File: src/rtl/mac_pkg.sv
// Shared constants, group-state encoding and width helpers for the MAC output path.
// Helpers work on MAXW-bit carriers so they serve any lane width up to MAXW.
package mac_pkg;

  localparam int unsigned COLUMN_DEF = 6;
  localparam int unsigned OW_DEF     = 22;
  localparam int unsigned AW_DEF     = 32;
  localparam int unsigned QW_DEF     = 8;
  localparam int unsigned SHW_DEF    = 5;
  localparam int unsigned FIFO_DEPTH = 2;
  localparam int unsigned MAXW       = 64;

  typedef enum logic {
    GRP_IDLE,
    GRP_OPEN
  } grp_state_t;

  // Sign-extend the low w bits of v to the full MAXW carrier (1 <= w < MAXW).
  function automatic logic [MAXW-1:0] sign_ext(input logic [MAXW-1:0] v, input int unsigned w);
    logic [MAXW-1:0] hi;
    hi = '1 << w;
    return v[w-1] ? (v | hi) : (v & ~hi);
  endfunction

  // Clamp a signed value to the range representable in w signed bits.
  function automatic logic signed [MAXW-1:0] saturate(input logic signed [MAXW-1:0] v,
                                                      input int unsigned w);
    logic signed [MAXW-1:0] hi;
    logic signed [MAXW-1:0] lo;
    hi = (64'sd1 <<< (w - 1)) - 64'sd1;
    lo = -hi - 64'sd1;
    if (v > hi) return hi;
    if (v < lo) return lo;
    return v;
  endfunction

endpackage

File: src/rtl/mac_requant.sv
// One-lane requantizer: round-half-up, arithmetic right shift, saturate to QW bits.
// Purely combinational; rounding is done in AW+1 bits so the bias can never overflow.
module mac_requant
  import mac_pkg::*;
#(
  parameter int unsigned AW  = AW_DEF,
  parameter int unsigned QW  = QW_DEF,
  parameter int unsigned SHW = SHW_DEF
) (
  input  logic [AW-1:0]  acc,
  input  logic [SHW-1:0] shift,
  output logic [QW-1:0]  q
);

  localparam int unsigned RW = AW + 1;

  logic signed [RW-1:0]   acc_x;
  logic signed [RW-1:0]   rnd;
  logic signed [RW-1:0]   rsum;
  logic signed [RW-1:0]   rsh;
  logic signed [MAXW-1:0] wide;
  logic signed [MAXW-1:0] sat;

  always_comb begin
    acc_x = $signed({acc[AW-1], acc});
    rnd   = '0;
    if (shift != '0) begin
      rnd = $signed(RW'(1) << (shift - 1'b1));
    end
    rsum = acc_x + rnd;
    rsh  = rsum >>> shift;
    wide = $signed(sign_ext(MAXW'(rsh), RW));
    sat  = saturate(wide, QW);
    q    = sat[QW-1:0];
  end

endmodule

File: src/rtl/mac_acc.sv
// MAC output accumulator: per-column accumulation over first..last groups, requantization,
// and a 2-entry registered output FIFO.
module mac_acc
  import mac_pkg::*;
#(
  parameter int unsigned COLUMN = COLUMN_DEF,
  parameter int unsigned OW     = OW_DEF,
  parameter int unsigned AW     = AW_DEF,
  parameter int unsigned QW     = QW_DEF,
  parameter int unsigned SHW    = SHW_DEF
) (
  input  logic                 clk,
  input  logic                 rst,
  input  logic [COLUMN*OW-1:0] acc_m_data,
  input  logic                 acc_m_first,
  input  logic                 acc_m_last,
  input  logic                 acc_m_valid,
  output logic                 acc_m_ready,
  input  logic [SHW-1:0]       cfg_shift,
  output logic [COLUMN*QW-1:0] acc_s_data,
  output logic                 acc_s_valid,
  input  logic                 acc_s_ready,
  output logic                 err
);

  localparam logic [1:0] FULL = 2'(FIFO_DEPTH);

  grp_state_t grp_q;
  grp_state_t grp_d;

  logic                 fire;
  logic                 push;
  logic                 pop;
  logic [MAXW-1:0]      ext_lane [COLUMN];
  logic [AW-1:0]        acc_q    [COLUMN];
  logic [AW-1:0]        acc_next [COLUMN];
  logic [COLUMN*QW-1:0] push_data;
  logic [COLUMN*QW-1:0] fifo_mem [FIFO_DEPTH];
  logic                 wr_ptr;
  logic                 rd_ptr;
  logic [1:0]           count;

  assign acc_m_ready = (count != FULL) & ~rst;
  assign fire        = acc_m_valid & acc_m_ready;
  assign push        = fire & acc_m_last;
  assign pop         = acc_s_valid & acc_s_ready;
  assign acc_s_valid = (count != 2'd0);
  assign acc_s_data  = fifo_mem[rd_ptr];

  // A beat without first while idle restarts the lane sum rather than adding to stale data.
  always_comb begin
    for (int unsigned j = 0; j < COLUMN; j++) begin
      ext_lane[j] = sign_ext(MAXW'(acc_m_data[j*OW +: OW]), OW);
      if (acc_m_first || grp_q == GRP_IDLE) begin
        acc_next[j] = ext_lane[j][AW-1:0];
      end else begin
        acc_next[j] = acc_q[j] + ext_lane[j][AW-1:0];
      end
    end
  end

  always_comb begin
    grp_d = grp_q;
    if (fire) begin
      grp_d = acc_m_last ? GRP_IDLE : GRP_OPEN;
    end
  end

  for (genvar g = 0; g < COLUMN; g++) begin : g_lane
    mac_requant #(
      .AW (AW),
      .QW (QW),
      .SHW(SHW)
    ) u_requant (
      .acc  (acc_next[g]),
      .shift(cfg_shift),
      .q    (push_data[g*QW +: QW])
    );
  end

  always_ff @(posedge clk) begin
    if (rst) begin
      grp_q  <= GRP_IDLE;
      err    <= 1'b0;
      wr_ptr <= 1'b0;
      rd_ptr <= 1'b0;
      count  <= 2'd0;
      for (int unsigned j = 0; j < COLUMN; j++) begin
        acc_q[j] <= '0;
      end
      for (int unsigned k = 0; k < FIFO_DEPTH; k++) begin
        fifo_mem[k] <= '0;
      end
    end else begin
      grp_q <= grp_d;
      if (fire && !acc_m_first && grp_q == GRP_IDLE) begin
        err <= 1'b1;
      end
      if (fire) begin
        for (int unsigned j = 0; j < COLUMN; j++) begin
          acc_q[j] <= acc_next[j];
        end
      end
      if (push) begin
        fifo_mem[wr_ptr] <= push_data;
        wr_ptr           <= ~wr_ptr;
      end
      if (pop) begin
        rd_ptr <= ~rd_ptr;
      end
      if (push && !pop) begin
        count <= count + 2'd1;
      end else if (pop && !push) begin
        count <= count - 2'd1;
      end
    end
  end

endmodule

File: config.mk
export PLATFORM = sky130hd
export DESIGN_NAME = mac_acc
export DESIGN_NICKNAME = d
export VERILOG_FILES = /design/src/rtl/mac_pkg.sv /design/src/rtl/mac_requant.sv /design/src/rtl/mac_acc.sv
export SDC_FILE = /design/constraint.sdc
export NUM_CORES = 2
export LEC_CHECK = 0
export CAP_MARGIN = 10
export CORE_UTILIZATION = 55
export DETAILED_ROUTE_END_ITERATION = 8
export PLACE_DENSITY = 0.75
export SLEW_MARGIN = 20
export SYNTH_ARGS = -nofsm -noshare
export SYNTH_HDL_FRONTEND = slang
export SYNTH_SLANG_ARGS = --single-unit
File: constraint.sdc
create_clock -name clk -period 9.65 [get_ports clk]
set_input_delay 0.965 -clock clk [delete_from_list [all_inputs] [get_ports clk]]
set_output_delay 0.965 -clock clk [all_outputs]
set_load 0.01 [all_outputs]
Word level (Yosys, flattened, before mapping)
Memory sizes are Yosys's and may differ from the RTL's. A register that Yosys moved wholly into a read port is not among the register bits. Index checks and enable logic that the tools add are counted. Widths: inputs -> output; s select.

Memory bits (writable): 288. Bits of input ports: 143. Logic and storage cells: 151. Flip-flop bits (word level): 6. Output and inout bits: 51. Memories kept: 2.

$add $sub $neg: 15. Bitwise logic cells: 14. Muxes and demuxes: 83. Shift operators: 7. Equality and inequality tests: 1. $lt $le $gt $ge: 12. Reductions and logical operators: 12.

Memories: acc_q (words 6, bits a word 32, read ports 6, clocked after Yosys merged registers in 0, write ports 6, RTL line mac_acc.sv:35) `logic [AW-1:0] acc_q [COLUMN];`; fifo_mem (words 2, bits a word 48, read ports 1, clocked after Yosys merged registers in 1, write ports 2, RTL line mac_acc.sv:38) `logic [COLUMN*QW-1:0] fifo_mem [FIFO_DEPTH];`.

Operators by type and width (count): $mux 32 (18); $gt 64x8->1 const B (6); $lt 64x8->1 const B (6); $mux 64 (6); $add 32x33->33 (6); $sshr 33x5->33 (6); $add 32x32->32 (6); $mux 8 (24); $mux 48 (1); $reduce_or 48->1 (1); $mux 33 (1); $shl 1x5->33 const A (1); $mux 1 (31); $or 1x1->1 (6); $reduce_bool 5->1 (1); $sub 5x1->5 const B (1); $and 1x1->1 (4); $logic_and 1x1->1 (4); $mux 2 (2); $not 1->1 (4); $reduce_bool 2->1 (2); $logic_not 1->1 (3); $add 2x1->2 const B (1); $ne 2x2->1 const B (1); other kinds (2) (2).

Longest topological paths before layout
Depth in word-level cells: 12. Mapped depth: 35. Mapped depth without buffers: 33.

Modules after synthesis
A second synthesis with hierarchy kept.

Cells, all modules: 7861. Area total of the unflattened synthesis: 57436.3 µm².

Modules (own cells, without submodules): mac_acc (area each 23328.6 µm², times used 1, sequential area each 8788.4 µm², cells an instance 2575); mac_requant at g_lane[0].u_requant ... (area each 5764.3 µm², times used 4, sequential area each 0.0 µm², cells an instance 894); mac_requant at g_lane[4].u_requant (area each 5744.3 µm², times used 1, sequential area each 0.0 µm², cells an instance 887); mac_requant at g_lane[5].u_requant (area each 5306.3 µm², times used 1, sequential area each 0.0 µm², cells an instance 823).

Least setup slack after synthesis
No wires, ideal clock.

Kind: input-to-reg. From: input cfg_shift[2]. To: memory fifo_mem[1][2] in the netlist's numbering (data pin). Buffers on the path: 8. Cell stages on the path: 27. Arrival: 8.079 ns. Required time: 9.376 ns. Library setup time: 0.274 ns. Slack: 1.297 ns. Cell sequence: inv_1 > clkbuf_1 > buf_1 > clkbuf_1 > buf_1 > buf_1 > clkbuf_1 > clkbuf_1 > nand3_1 > inv_1 > ha_1 > a21o_1 > a21o_1 > a211o_1 > o2111a_1 > o31ai_1 > a31oi_1 > xor2_1 > mux4_2 > mux2_2 > and2_0 > a311o_1 > nor4_1 > a41oi_1 > o41ai_2 > buf_2 > a211oi_1.

RTL lines: start, declared (RTL line mac_acc.sv:19) `input logic [SHW-1:0] cfg_shift,`; end, declared (RTL line mac_acc.sv:38).

==> impl_metrics.py <==
metrics = {
    "timing": {
        "maxSlewHeadroom_pct": 13.3,
        "fin_crit_sh_pct": 95.0,
        "grt_setup_unrepaired": "false",
        "setup_viol": 0,
        "fmax_mhz": 109,
        "hold_viol_final": 0,
        "slew_violations": 0,
        "timing.final.crit_period_ns": 9.17,
        "worst_pin_slew_ns": 1.29,
        "fin_skew_ns": 0.0234,
        "setup_tns_ns": 0,
    },
    "clock_network": {
        "clkTransAtPathRegs_ns": 0.07,
        "clock_path_buffers": 3,
        "cts_sinks": 295,
        "htreeDepth": 2,
        "cts_hold_buf": 0,
        "cts_setup_buffers": 0,
        "cts_tree": "done",
        "cts_root_buffer": "clkbuf_16",
        "cts_buffers": 38,
        "clk_latency_ns": 0.61,
    },
    "grt": {
        "grt_pass1_vias": 48900,
        "gr-total-overflow": 0,
        "grt_max_degree": 117,
        "antenna_found_initial": 12,
        "grt_pass1_wl_um": 301000,
        "gr-usage-all-layers_pct": 45.4,
    },
    "placed_design": {
        "gp_congestion": 1.07,
        "postPlaceCellArea_mm2": 0.0514,
        "dp_hpwl_um": 156000,
        "io_buffers": 193,
    },
    "finish": {
        "mostFrequentLayoutCells": "709 x nand2_1, 558 x a21oi_1, 465 x nor2_1",
        "final_common_cell": "nand2_1",
        "final_layout_size_suffix_gt1_share_pct": 9.55,
        "finalNetCount": 6799,
        "area_growth_pct": 11.2,
        "final_design_area_no_fill_mm2": 0.0527,
    },
    "route": {
        "highest_layer": "met5",
        "post_drt_wl_per_cell_um": 27.4,
        "viasPerCell": 7.02,
        "vias": 52200,
        "drtAntennaViolNets": 0,
        "wirelength_um": 204000,
        "met3_wirelength_um": 21800,
        "drc": 0,
        "drt_iter0_markers": 5618,
        "dr.pass1.iters": 9,
        "wl_met1_um": 74600,
        "met2_length_um": 88100,
    },
    "floorplanning": {
        "start_util_pct": 55.6,
        "io_pins": 194,
        "core_mm2": 0.0851,
        "die_y_um": 295,
        "dieArea_mm2": 0.0873,
        "rows": 107,
        "fp.dieW_um": 295,
    },
    "logic_synthesis": {
        "synthArstFlopShare_pct": 0,
        "ys_seq_area_share_pct": 18.6,
        "synth.distinct_cells": 115,
        "ys_ff_latch": 295,
        "syn_inst": 6128,
        "synth_area_leader_cell": "edfxtp_1",
        "synth_edf_count": 288,
        "synth_ff_type": "edfxtp_1",
        "ys_warn_count": 0,
        "synth_area_leaders": "edfxtp_1 18%, ha_1 10%, a21oi_1 5.9%, nand2_1 5.6%, nor2_1 3.8%",
        "avgSynthCellArea_um2": 7.73,
        "netlist.area_leader.share_pct": 18.3,
        "syn_area_mm2": 0.0473,
    },
    "status": {
        "status": "finished clean",
    },
    "critical_path": {
        "cp.arrival_ns": 9.58,
        "critPathBufInv": 2,
        "end_kind": "register",
        "worstSetupPathType": "primary input to register",
        "startpoint_type": "primary input",
        "worst-endpoint-required_ns": 10.07,
        "max_stage_delay_ns": 1.14,
        "slowest_stage": "a221oi_1",
        "crit_family": "compound AO/OA/AOI/OAI gates",
        "worst-path-max-fanout": 14,
    },
    "power_and_ir_drop": {
        "p_per_area_mw_per_mm2": 138,
        "ir_drop_v": 0.000188,
        "p_leak_nw": 22.5,
    },
    "min_path": {
        "hp-class": "register to register",
    },
    "job": {
        "max_cap_viol_count": 0,
    },
}
## per-stage QoR
| stage | power, mW | std cells | utilization, % | hold WS [ns] | setup WS (ns) |
|---|---|---|---|---|---|
| 6_report | 7.28 | 7444 | 61.8 | 0.488 | 0.484 |
| 5_1_grt | 7.62 | 7441 | 61.8 | 0.513 | 0.0395 |
| 4_1_cts | 7.15 | 7438 | 61.8 | 0.489 | 0.783 |
| 3_3_place_gp | 5.68 | 7368 | 60.4 | 0.456 | 0.259 |
| 2_1_floorplan | 4.42 | 6133 | - | 0.466 | 1.30 |
| 3_5_place_dp | 5.72 | 7368 | 60.4 | 0.472 | 0.218 |
## routing by layer
layer / global-route usage (%) / up-vias
li1: - / 23800
met1: 53.2 / 24600
met2: 70.4 / 2980
met3: 11.3 / 822
met4: 37.0 / 8
met5: 0 / -
## cell type report
| class | instances | area [µm²] |
|---|---|---|
| timing repair buffer | 457 | 3980 |
| antenna | 5 | 12.5 |
| inverter | 150 | 578 |
| fill | 7779 | 32500 |
| clock inverter | 19 | 148 |
| clock buffer | 51 | 1030 |
| multi-input combinational | 5323 | 36700 |
| sequential | 295 | 8790 |
| tap | 1144 | 1430 |
## synth_stat cells (132+ instances only)
cell type    n
a21o_1     208
nor2_1     473
mux2i_1    174
nand3_1    165
a21oi_1    558
nand2_1    710
xnor2_1    191
clkbuf_1   280
and2_1     132
inv_1      141
nor3_1     172
ha_1       379
a211oi_1   169
o21ai_0    276
edfxtp_1   288
## power breakdown
group,internal [mW],switching (mW),total (mW)
combinational,1.61,2.60,4.21
clock,0.781,0.638,1.42
sequential,1.60,0.0549,1.65
total,3.99,3.29,7.28
## logic make-up after synthesis
family | after synthesis | synth area share (%)
xor+xnor | 290 | 5.40
mux | 320 | 8.48
simple gates | 2128 | 21.5
other cells | 1 | 0.00792
buf+inv | 515 | 4.17
fa+ha+maj | 391 | 10.5
compound gates | 2188 | 31.4
flops | 295 | 18.6
## registers in the layout, summed over array words and instances, names as in the netlist, named ones only
signal	flops
acc_q	192
fifo_mem	96
count	2
err	1
grp_q	1
rd_ptr	1
wr_ptr	1
## tightest hold or removal path, cell delays in order, from the launching register on
cell and delay, ns:
dfxtp_1 0.33, a21oi_1 0.04, nor2_1 0.08
## timing repair
item	CTS	global route
endpoints found under the setup margin	0	16
endpoints found under the hold margin	0	0
resized for setup	0	3
## path summary, 6_finish.rpt
| path | end | cells past startpoint | from | slack (ns) |
|---|---|---|---|---|
| worst max register to register | fifo_mem[1][33] | 33 | acc_q[4][0] | 0.97 |
| worst min-delay path | err | 2 | err | 0.49 |
| worst min register to register | err | 2 | err | 0.49 |
| worst max-delay path | fifo_mem[1][33] | 34 | acc_m_data[88] | 0.48 |
Note: power is estimated with default switching activity, not from simulation.
